--- src/rtl/sdram_pkg.sv ---
// sdram_pkg: shared constants and types for the SDRAM controller read path.
// SDRAM command encodings, pin/bus widths and the read-engine state enum.
package sdram_pkg;

    localparam int ADDR_W  = 12;
    localparam int BA_W    = 2;
    localparam int DQ_W    = 16;
    localparam int ROW_W   = 12;
    localparam int COL_W   = 8;
    localparam int RADDR_W = BA_W + ROW_W + COL_W;

    // Address pin carrying the precharge-all / auto-precharge flag.
    localparam int A10_BIT = 10;

    // {cs_n, ras_n, cas_n, we_n}
    localparam logic [3:0] CMD_NOP       = 4'b0111;
    localparam logic [3:0] CMD_ACTIVE    = 4'b0011;
    localparam logic [3:0] CMD_READ      = 4'b0101;
    localparam logic [3:0] CMD_PRECHARGE = 4'b0010;

    typedef enum logic [3:0] {
        IDLE,
        ACT,
        TRCD_WAIT,
        RD,
        BURST,
        PRE,
        TRP_WAIT,
        DRAIN,
        DONE
    } rd_state_e;

endpackage

--- src/rtl/sdram_read_if.sv ---
// sdram_read_if: request/grant, command pins and read-data bundle of the
// SDRAM burst-read engine.
//
// Handshake: rd_req is a level request held by the client until rd_done;
// rd_en is the arbiter grant and is only looked at while the engine is idle.
// A transaction starts on a cycle where rd_req && rd_en are both high in
// IDLE; rd_addr is captured on that cycle. rd_data_vld strobes once per
// burst word with rd_data, and rd_done pulses once when the row is closed
// and all data has been delivered. There is no backpressure on read data.
interface sdram_read_if;
    import sdram_pkg::*;

    logic               rd_req;
    logic               rd_en;
    logic [RADDR_W-1:0] rd_addr;
    logic [3:0]         cmd;
    logic [BA_W-1:0]    ba;
    logic [ADDR_W-1:0]  addr;
    logic [DQ_W-1:0]    dq;
    logic [DQ_W-1:0]    rd_data;
    logic               rd_data_vld;
    logic               rd_busy;
    logic               rd_done;

    // Client/arbiter/pin side.
    modport master (
        output rd_req, rd_en, rd_addr, dq,
        input  cmd, ba, addr, rd_data, rd_data_vld, rd_busy, rd_done
    );

    // Read engine side.
    modport slave (
        input  rd_req, rd_en, rd_addr, dq,
        output cmd, ba, addr, rd_data, rd_data_vld, rd_busy, rd_done
    );

endinterface

--- src/rtl/sdram_rd_capture.sv ---
// sdram_rd_capture: turns the command-side burst window into data strobes.
// A delay line of CAS_LAT stages marks which Dq cycles carry burst words;
// the marked word is sampled on the edge that ends its data cycle.
// Optional macro SDRAM_RD_DQ_REG_EN adds an input flop on dq (IOB register),
// lengthening the delay line by one so the strobes move one cycle later.
module sdram_rd_capture
    import sdram_pkg::*;
#(
    parameter int CAS_LAT = 3
) (
    input  logic            clk,
    input  logic            rst_n,
    input  logic            burst_win,
    input  logic [DQ_W-1:0] dq,
    output logic [DQ_W-1:0] rd_data,
    output logic            rd_data_vld,
    output logic            pending
);

    logic [DQ_W-1:0] dq_src;

`ifdef SDRAM_RD_DQ_REG_EN
    localparam int DEPTH = CAS_LAT + 1;

    logic [DQ_W-1:0] dq_q;

    // Pad-side register on the data pins.
    always_ff @(posedge clk or negedge rst_n) begin
        if (!rst_n) dq_q <= '0;
        else        dq_q <= dq;
    end

    assign dq_src = dq_q;
`else
    localparam int DEPTH = CAS_LAT;

    assign dq_src = dq;
`endif

    logic [DEPTH-1:0] mark_q;

    // Delay line: a bit entering here lines up with its word DEPTH cycles later.
    always_ff @(posedge clk or negedge rst_n) begin
        if (!rst_n) mark_q <= '0;
        else        mark_q <= {mark_q[DEPTH-2:0], burst_win};
    end

    // Capture the marked word; rd_data keeps the last word between strobes.
    always_ff @(posedge clk or negedge rst_n) begin
        if (!rst_n) begin
            rd_data     <= '0;
            rd_data_vld <= 1'b0;
        end else begin
            rd_data_vld <= mark_q[DEPTH-1];
            if (mark_q[DEPTH-1]) rd_data <= dq_src;
        end
    end

    // Words still travelling through the delay line.
    assign pending = |mark_q;

endmodule

--- src/rtl/sdram_read.sv ---
// sdram_read: burst-read engine. On grant it issues ACTIVE, READ and
// PRECHARGE (all banks) with TRCD/TRP spacing, collects BURST_LEN words via
// sdram_rd_capture and pulses rd_done once the row is closed and the last
// word has been strobed. Command pins are registered from the next state so
// cmd/ba/addr line up with the state they belong to.
// Optional macro SDRAM_RD_DQ_REG_EN (see sdram_rd_capture) delays the data
// window and rd_done by one cycle; command timing is unaffected.
module sdram_read
    import sdram_pkg::*;
#(
    parameter int BURST_LEN = 4,
    parameter int CAS_LAT   = 3,
    parameter int TRCD      = 2,
    parameter int TRP       = 2
) (
    input  logic       clk,
    input  logic       rst_n,
    sdram_read_if.slave bus,
    output rd_state_e  state_dbg
);

    localparam int CNT_W = 8;

    rd_state_e          state_q, state_d;
    logic [CNT_W-1:0]   cnt_q, cnt_d;
    logic [RADDR_W-1:0] raddr_q, raddr_d;

    logic [3:0]         cmd_q, cmd_d;
    logic [BA_W-1:0]    ba_q, ba_d;
    logic [ADDR_W-1:0]  addr_q, addr_d;
    logic               busy_q, done_q;

    logic               burst_win;
    logic               pending;
    logic [DQ_W-1:0]    rd_data_w;
    logic               rd_data_vld_w;

    // Next state, wait counter, captured address and next command pins.
    always_comb begin
        state_d = state_q;
        cnt_d   = cnt_q;
        raddr_d = raddr_q;

        case (state_q)
            IDLE: begin
                if (bus.rd_req && bus.rd_en) begin
                    raddr_d = bus.rd_addr;
                    state_d = ACT;
                end
            end
            ACT: begin
                if (TRCD > 1) begin
                    cnt_d   = CNT_W'(TRCD - 2);
                    state_d = TRCD_WAIT;
                end else begin
                    state_d = RD;
                end
            end
            TRCD_WAIT: begin
                if (cnt_q == '0) state_d = RD;
                else             cnt_d   = cnt_q - 1'b1;
            end
            RD: begin
                if (BURST_LEN > 1) begin
                    cnt_d   = CNT_W'(BURST_LEN - 2);
                    state_d = BURST;
                end else begin
                    state_d = PRE;
                end
            end
            BURST: begin
                if (cnt_q == '0) state_d = PRE;
                else             cnt_d   = cnt_q - 1'b1;
            end
            PRE: begin
                if (TRP > 1) begin
                    cnt_d   = CNT_W'(TRP - 2);
                    state_d = TRP_WAIT;
                end else begin
                    state_d = DRAIN;
                end
            end
            TRP_WAIT: begin
                if (cnt_q == '0) state_d = DRAIN;
                else             cnt_d   = cnt_q - 1'b1;
            end
            DRAIN: begin
                if (!pending) state_d = DONE;
            end
            DONE: begin
                // A still-high rd_req needs a fresh grant seen from IDLE.
                state_d = IDLE;
            end
            default: state_d = IDLE;
        endcase

        cmd_d  = CMD_NOP;
        ba_d   = '0;
        addr_d = '0;
        case (state_d)
            ACT: begin
                cmd_d  = CMD_ACTIVE;
                ba_d   = raddr_d[RADDR_W-1 -: BA_W];
                addr_d = raddr_d[COL_W +: ROW_W];
            end
            RD: begin
                // A10 stays low: the row is closed by an explicit PRECHARGE.
                cmd_d  = CMD_READ;
                ba_d   = raddr_d[RADDR_W-1 -: BA_W];
                addr_d = {{(ADDR_W-COL_W){1'b0}}, raddr_d[COL_W-1:0]};
            end
            PRE: begin
                cmd_d           = CMD_PRECHARGE;
                addr_d[A10_BIT] = 1'b1;
            end
            default: ;
        endcase
    end

    // State, counter, address and registered pin outputs.
    always_ff @(posedge clk or negedge rst_n) begin
        if (!rst_n) begin
            state_q <= IDLE;
            cnt_q   <= '0;
            raddr_q <= '0;
            cmd_q   <= CMD_NOP;
            ba_q    <= '0;
            addr_q  <= '0;
            busy_q  <= 1'b0;
            done_q  <= 1'b0;
        end else begin
            state_q <= state_d;
            cnt_q   <= cnt_d;
            raddr_q <= raddr_d;
            cmd_q   <= cmd_d;
            ba_q    <= ba_d;
            addr_q  <= addr_d;
            busy_q  <= (state_d != IDLE);
            done_q  <= (state_d == DONE);
        end
    end

    // The READ cycle plus the following BURST_LEN-1 cycles map one-to-one
    // onto the burst words, CAS_LAT cycles later on Dq.
    assign burst_win = (state_q == RD) || (state_q == BURST);

    sdram_rd_capture #(
        .CAS_LAT (CAS_LAT)
    ) u_capture (
        .clk         (clk),
        .rst_n       (rst_n),
        .burst_win   (burst_win),
        .dq          (bus.dq),
        .rd_data     (rd_data_w),
        .rd_data_vld (rd_data_vld_w),
        .pending     (pending)
    );

    assign bus.cmd         = cmd_q;
    assign bus.ba          = ba_q;
    assign bus.addr        = addr_q;
    assign bus.rd_data     = rd_data_w;
    assign bus.rd_data_vld = rd_data_vld_w;
    assign bus.rd_busy     = busy_q;
    assign bus.rd_done     = done_q;
    assign state_dbg       = state_q;

endmodule

--- src/flat_wrapper.sv ---
// flat-port wrapper written by rule: the top's interface ports become plain ports
module sdram_read_flat import sdram_pkg::*;
#(
    parameter int BURST_LEN = 4,
    parameter int CAS_LAT   = 3,
    parameter int TRCD      = 2,
    parameter int TRP       = 2
)
  (clk, rst_n, state_dbg, bus_rd_req, bus_rd_en, bus_rd_addr, bus_dq, bus_cmd, bus_ba, bus_addr, bus_rd_data, bus_rd_data_vld, bus_rd_busy, bus_rd_done);
  sdram_read_if bus_i ();
  input  logic clk;
  input  logic rst_n;
  output rd_state_e state_dbg;
  input wire logic [$bits(bus_i.rd_req)-1:0] bus_rd_req;
  input wire logic [$bits(bus_i.rd_en)-1:0] bus_rd_en;
  input wire logic [$bits(bus_i.rd_addr)-1:0] bus_rd_addr;
  input wire logic [$bits(bus_i.dq)-1:0] bus_dq;
  output wire logic [$bits(bus_i.cmd)-1:0] bus_cmd;
  output wire logic [$bits(bus_i.ba)-1:0] bus_ba;
  output wire logic [$bits(bus_i.addr)-1:0] bus_addr;
  output wire logic [$bits(bus_i.rd_data)-1:0] bus_rd_data;
  output wire logic [$bits(bus_i.rd_data_vld)-1:0] bus_rd_data_vld;
  output wire logic [$bits(bus_i.rd_busy)-1:0] bus_rd_busy;
  output wire logic [$bits(bus_i.rd_done)-1:0] bus_rd_done;
  assign bus_i.rd_req = bus_rd_req;
  assign bus_i.rd_en = bus_rd_en;
  assign bus_i.rd_addr = bus_rd_addr;
  assign bus_i.dq = bus_dq;
  assign bus_cmd = bus_i.cmd;
  assign bus_ba = bus_i.ba;
  assign bus_addr = bus_i.addr;
  assign bus_rd_data = bus_i.rd_data;
  assign bus_rd_data_vld = bus_i.rd_data_vld;
  assign bus_rd_busy = bus_i.rd_busy;
  assign bus_rd_done = bus_i.rd_done;
  sdram_read #(.BURST_LEN(BURST_LEN), .CAS_LAT(CAS_LAT), .TRCD(TRCD), .TRP(TRP)) u_core (.clk(clk), .rst_n(rst_n), .bus(bus_i), .state_dbg(state_dbg));
endmodule
--- config.mk ---
export PLATFORM = sky130hd
export DESIGN_NAME = sdram_read_flat
export DESIGN_NICKNAME = d
export VERILOG_FILES = /design/src/rtl/sdram_pkg.sv /design/src/rtl/sdram_read_if.sv /design/src/rtl/sdram_rd_capture.sv /design/src/rtl/sdram_read.sv /design/src/flat_wrapper.sv
export SDC_FILE = /design/constraint.sdc
export NUM_CORES = 1
export LEC_CHECK = 0
export BUFFER_PORTS_ARGS = -buffer_cell sky130_fd_sc_hd__buf_2
export CORE_MARGIN = 2
export CORE_UTILIZATION = 49
export DETAILED_ROUTE_END_ITERATION = 8
export HOLD_SLACK_MARGIN = 0.08
export PLACE_DENSITY = 0.9
export SETUP_SLACK_MARGIN = 0.1
export SLEW_MARGIN = 20
export SYNTH_ARGS = -nofsm -noshare
export SYNTH_HDL_FRONTEND = slang
export SYNTH_SLANG_ARGS = --single-unit
--- constraint.sdc ---
create_clock -name clk -period 2.2 [get_ports clk]
set_input_delay 0.33 -clock clk [delete_from_list [all_inputs] [get_ports clk]]
set_output_delay 0.33 -clock clk [all_outputs]
set_load 0.01 [all_outputs]
==> run summary <==
Status: complete, no violations
Final Max Tran Viols: 0
RSZ-0062 raised after global routing: false
Synth warn: 0
Most used DFF post-synth: dfrtp_1
Largest net degree at the start of global routing: 34
Setup Skew: 0.01081 ns
Cell Area, Synth: 2529 um^2
VDD IR max: 0.6328 mV
Antenna-violating nets left: 0
Row count: 26
Gate Count Post-Synth: 202
Kind of end point of the critical path: flip-flop
GR Util All Layers: 18.75%
Reg2Reg Launch Point: u_core.cnt_q[2]$_DFFE_PN0P_
IO Port Bufs: 81
Die Ht: 75.84 um
FILL cells: 394
Die X: 75.84 um
CP cell instances: or4_1, o2111ai_1, xor2_1, nor2_1
Critical path class: flip-flop to flip-flop
Post-synthesis cell type count: 42
Layout cell share with drive strength beyond 1: 45.61%
Avg Vias per Cell: 5.074
Worst hold endpoint: u_core.bus.addr[9]$_DFF_PN0_
Number of buffers created by CTS: 9
EDFF count, synth: 0
R2R depth: 4
Later-pin clock latency in the skew report: 0.33 ns
H-tree lvl count: 3
Crit path max-delay cell type: or4_1
Final Wtd Congestion: 0.8369
Reg-to-reg slack, setup: 0.20 ns
Core ar.: 5042 um^2
Min-Delay Startpoint: bus_rd_addr[17]
First DRT Iteration DRCs: 92
Dpl hpwl: 3678 um
Multi-input combinational cell area: 857.1 um^2
Ranking of synthesized cells by area: dfrtp_1 58%, mux2_2 8.0%, mux2i_1 3.2%
Power per Cell Area: 1283 nW/um^2
Setup bufs post-CTS: 0
Critical path launch point type: flip-flop
Syn Area/Cell: 12.52 um^2
Longest Clk Path Bufs: 2
Critical Path AT: 2.18 ns
Final period util: 91.11%
Final Hold Fails: 0
Leak pwr: 1.584 nW
Die Area: 5751 um^2
Kind of cell adding the most delay to the critical path: simple AND/OR/NAND/NOR gates
Nets: 334
GRT Residual Overflow: 0
Pre-antenna DRT Iters: 4
Yosys top cell by area: dfrtp_1
Fin crit period: 2.004 ns
Vias in the first global route: 1705
Crit Path Max Fanout: 9
CP bufs+invs: 0
Root Buffer: clkbuf_8
Post-synth top area share: 58.39%
TritonCTS sink count: 62
Max incr delay on CP: 0.69 ns
Post-synthesis async set-or-reset flop share: 100.0%
Sequential cell area: 1555 um^2
I/O pin count: 83
Max-cap violations: 0
Initial antenna violation count: 0
Drt wl/cell: 13.98 um
Syn_nets: 245
Setup TNS: 0 ns
# setup viols final: 0
Relative slew slack: 49.76%
Sequential share of the synthesized area: 61.50%
#FFs+latches synth: 62
Diode count: 0
Slew at the pin closest to its max-slew limit: 0.7491 ns
Place WS: 0.08343 ns
P&R area growth vs syn: 27.12%
Worst hold stages: 2
R2R Path End: u_core.cnt_q[2]$_DFFE_PN0P_
First-pass GRT wire length: 7803 um
# DRC: 0
CTS tree: done
Final setup margin: 0.1957 ns
Initial cell density of the core: 50.15%
FMAX: 498.9 MHz
Via count: 1857
Worst min path class: input pin to flip-flop
Final Total Pwr: 4.125 mW
Required time worst endpoint: 2.37 ns
Worst-path clk slew: 0.07 ns
WL final: 5118 um
==> worst reg2reg max path, delay by kind of cell, from the launching register on <==
family / cells / cell delay (ns)
and+or+nand+nor: 2 / 0.75
xor gates and xnor gates: 1 / 0.19
AOI/OAI and AO/OA: 1 / 0.47
DFF: 1 / 0.44
==> cells in the final DEF, fill, tap and decap left out, drive strengths merged, types with 2 or more instances in the layout <==
master | synthesis | final
or4 | 3 | 3
o31ai | 5 | 5
o21ai | 12 | 12
buf | 8 | 90
nor2 | 10 | 10
a31oi | 2 | 2
mux2i | 8 | 8
a21oi | 6 | 6
nor4 | 2 | 2
inv | 11 | 12
nand2 | 11 | 11
nand4b | 2 | 2
clkbuf | 5 | 10
o2111ai | 2 | 2
nor3 | 3 | 3
and2 | 4 | 4
dfrtp | 59 | 59
mux2 | 19 | 19
dfstp | 3 | 3
nor3b | 2 | 2
clkinv | 0 | 5
nor2b | 3 | 3
a21boi | 2 | 2
or3 | 8 | 8
==> cell usage after synthesis, drive strengths merged, types with 3 or more instances <==
master,instances
and2,4
o31ai,5
nand2,11
nor2,10
mux2,19
or3,8
o21ai,12
inv,11
nor3,3
clkbuf,5
mux2i,8
buf,8
nor2b,3
dfrtp,59
a21oi,6
dfstp,3
or4,3
==> routing by layer <==
| metal | vias to the layer above | part of all wire (%) | GRT usage (%) |
|---|---|---|---|
| li1 | 884 | - | - |
| met1 | 907 | 41 | 22.44 |
| met2 | 60 | 53 | 30.08 |
| met3 | 6 | 5.1 | 6.481 |
| met4 | 0 | 1.5 | 9.357 |
| met5 | - | 0 | 0 |
==> how the worst max path moves through the flow <==
stage	slack [ns]	endpoint	start	depth (start not counted)
after floorplan	0.20	u_core.bus.addr[10]$_DFF_PN0_	u_core.state_dbg[1]$_DFF_PN0_	6
after global placement	0.22	u_core.bus.ba[0]$_DFF_PN0_	u_core.cnt_q[2]$_DFFE_PN0P_	4
after detailed placement	0.08	u_core.bus.addr[1]$_DFF_PN0_	u_core.cnt_q[2]$_DFFE_PN0P_	4
after CTS	0.12	u_core.cnt_q[3]$_DFFE_PN0P_	u_core.cnt_q[1]$_DFFE_PN0P_	6
after global routing	0.12	u_core.cnt_q[2]$_DFFE_PN0P_	u_core.cnt_q[2]$_DFFE_PN0P_	4
final	0.20	u_core.cnt_q[2]$_DFFE_PN0P_	u_core.cnt_q[2]$_DFFE_PN0P_	4
==> registers in the layout, summed over array words and instances (netlist names) <==
name,cells
u_core.u_capture.rd_data,16
u_core.bus.addr,12
u_core.raddr_q,11
u_core.cnt_q,8
u_core.state_dbg,4
u_core.bus.cmd,3
u_core.u_capture.mark_q,3
u_core.bus.ba,2
u_core.bus.rd_busy,1
u_core.bus.rd_done,1
u_core.u_capture.rd_data_vld,1
==> final cells by class <==
cell class	count	share of cell area, %
Tap cell	70	2.725
Clock buffer	10	3.970
Inverter	11	1.285
Clock inverter	6	1.168
Multi-Input combinational cell	116	26.66
Sequential cell	62	48.38
Timing Repair Buffer	91	15.80
==> cell families (layout without fill, tap and decap cells) <==
kind of cell	count (synthesis)	count (layout)	synth area share (%)
DFF	62	62	61.50
xor gates and xnor gates	1	1	0.3464
muxes	27	27	11.78
AOI/OAI and AO/OA	34	34	8.709
other	1	1	0.1483
buffers and inverters	24	118	5.047
adders and majority gates	1	1	0.4947
and+or+nand+nor	52	52	11.97
==> power breakdown <==
group | leakage [nW] | total (mW) | switching, mW | internal [mW]
registers | 0.774 | 1.78 | 0.225 | 1.56
clock network | 0.0902 | 0.825 | 0.419 | 0.406
logic | 0.720 | 1.52 | 0.806 | 0.711
total | 1.58 | 4.12 | 1.45 | 2.67
==> repair_timing <==
action                                  4_1_cts  5_1_grt
endpoints found under the setup margin        0       13
endpoints found under the hold margin        28        0
resized for setup                             0        2
hold buffers                                  1        0
==> per-stage QoR <==
stage / std cells / area (um^2) / utilization [%] / hold slack [ns]
after floorplan: 202 / 2529 / - / 0.03441
after global placement: 349 / 3028 / 60.05 / 0.4216
after detailed placement: 349 / 3028 / 60.05 / 0.4297
after CTS: 366 / 3203 / 63.52 / 0.1820
after global routing: 366 / 3214 / 63.75 / 0.1771
final: 366 / 3214 / 63.75 / 0.2014
Power figures use the tool's default switching activity.
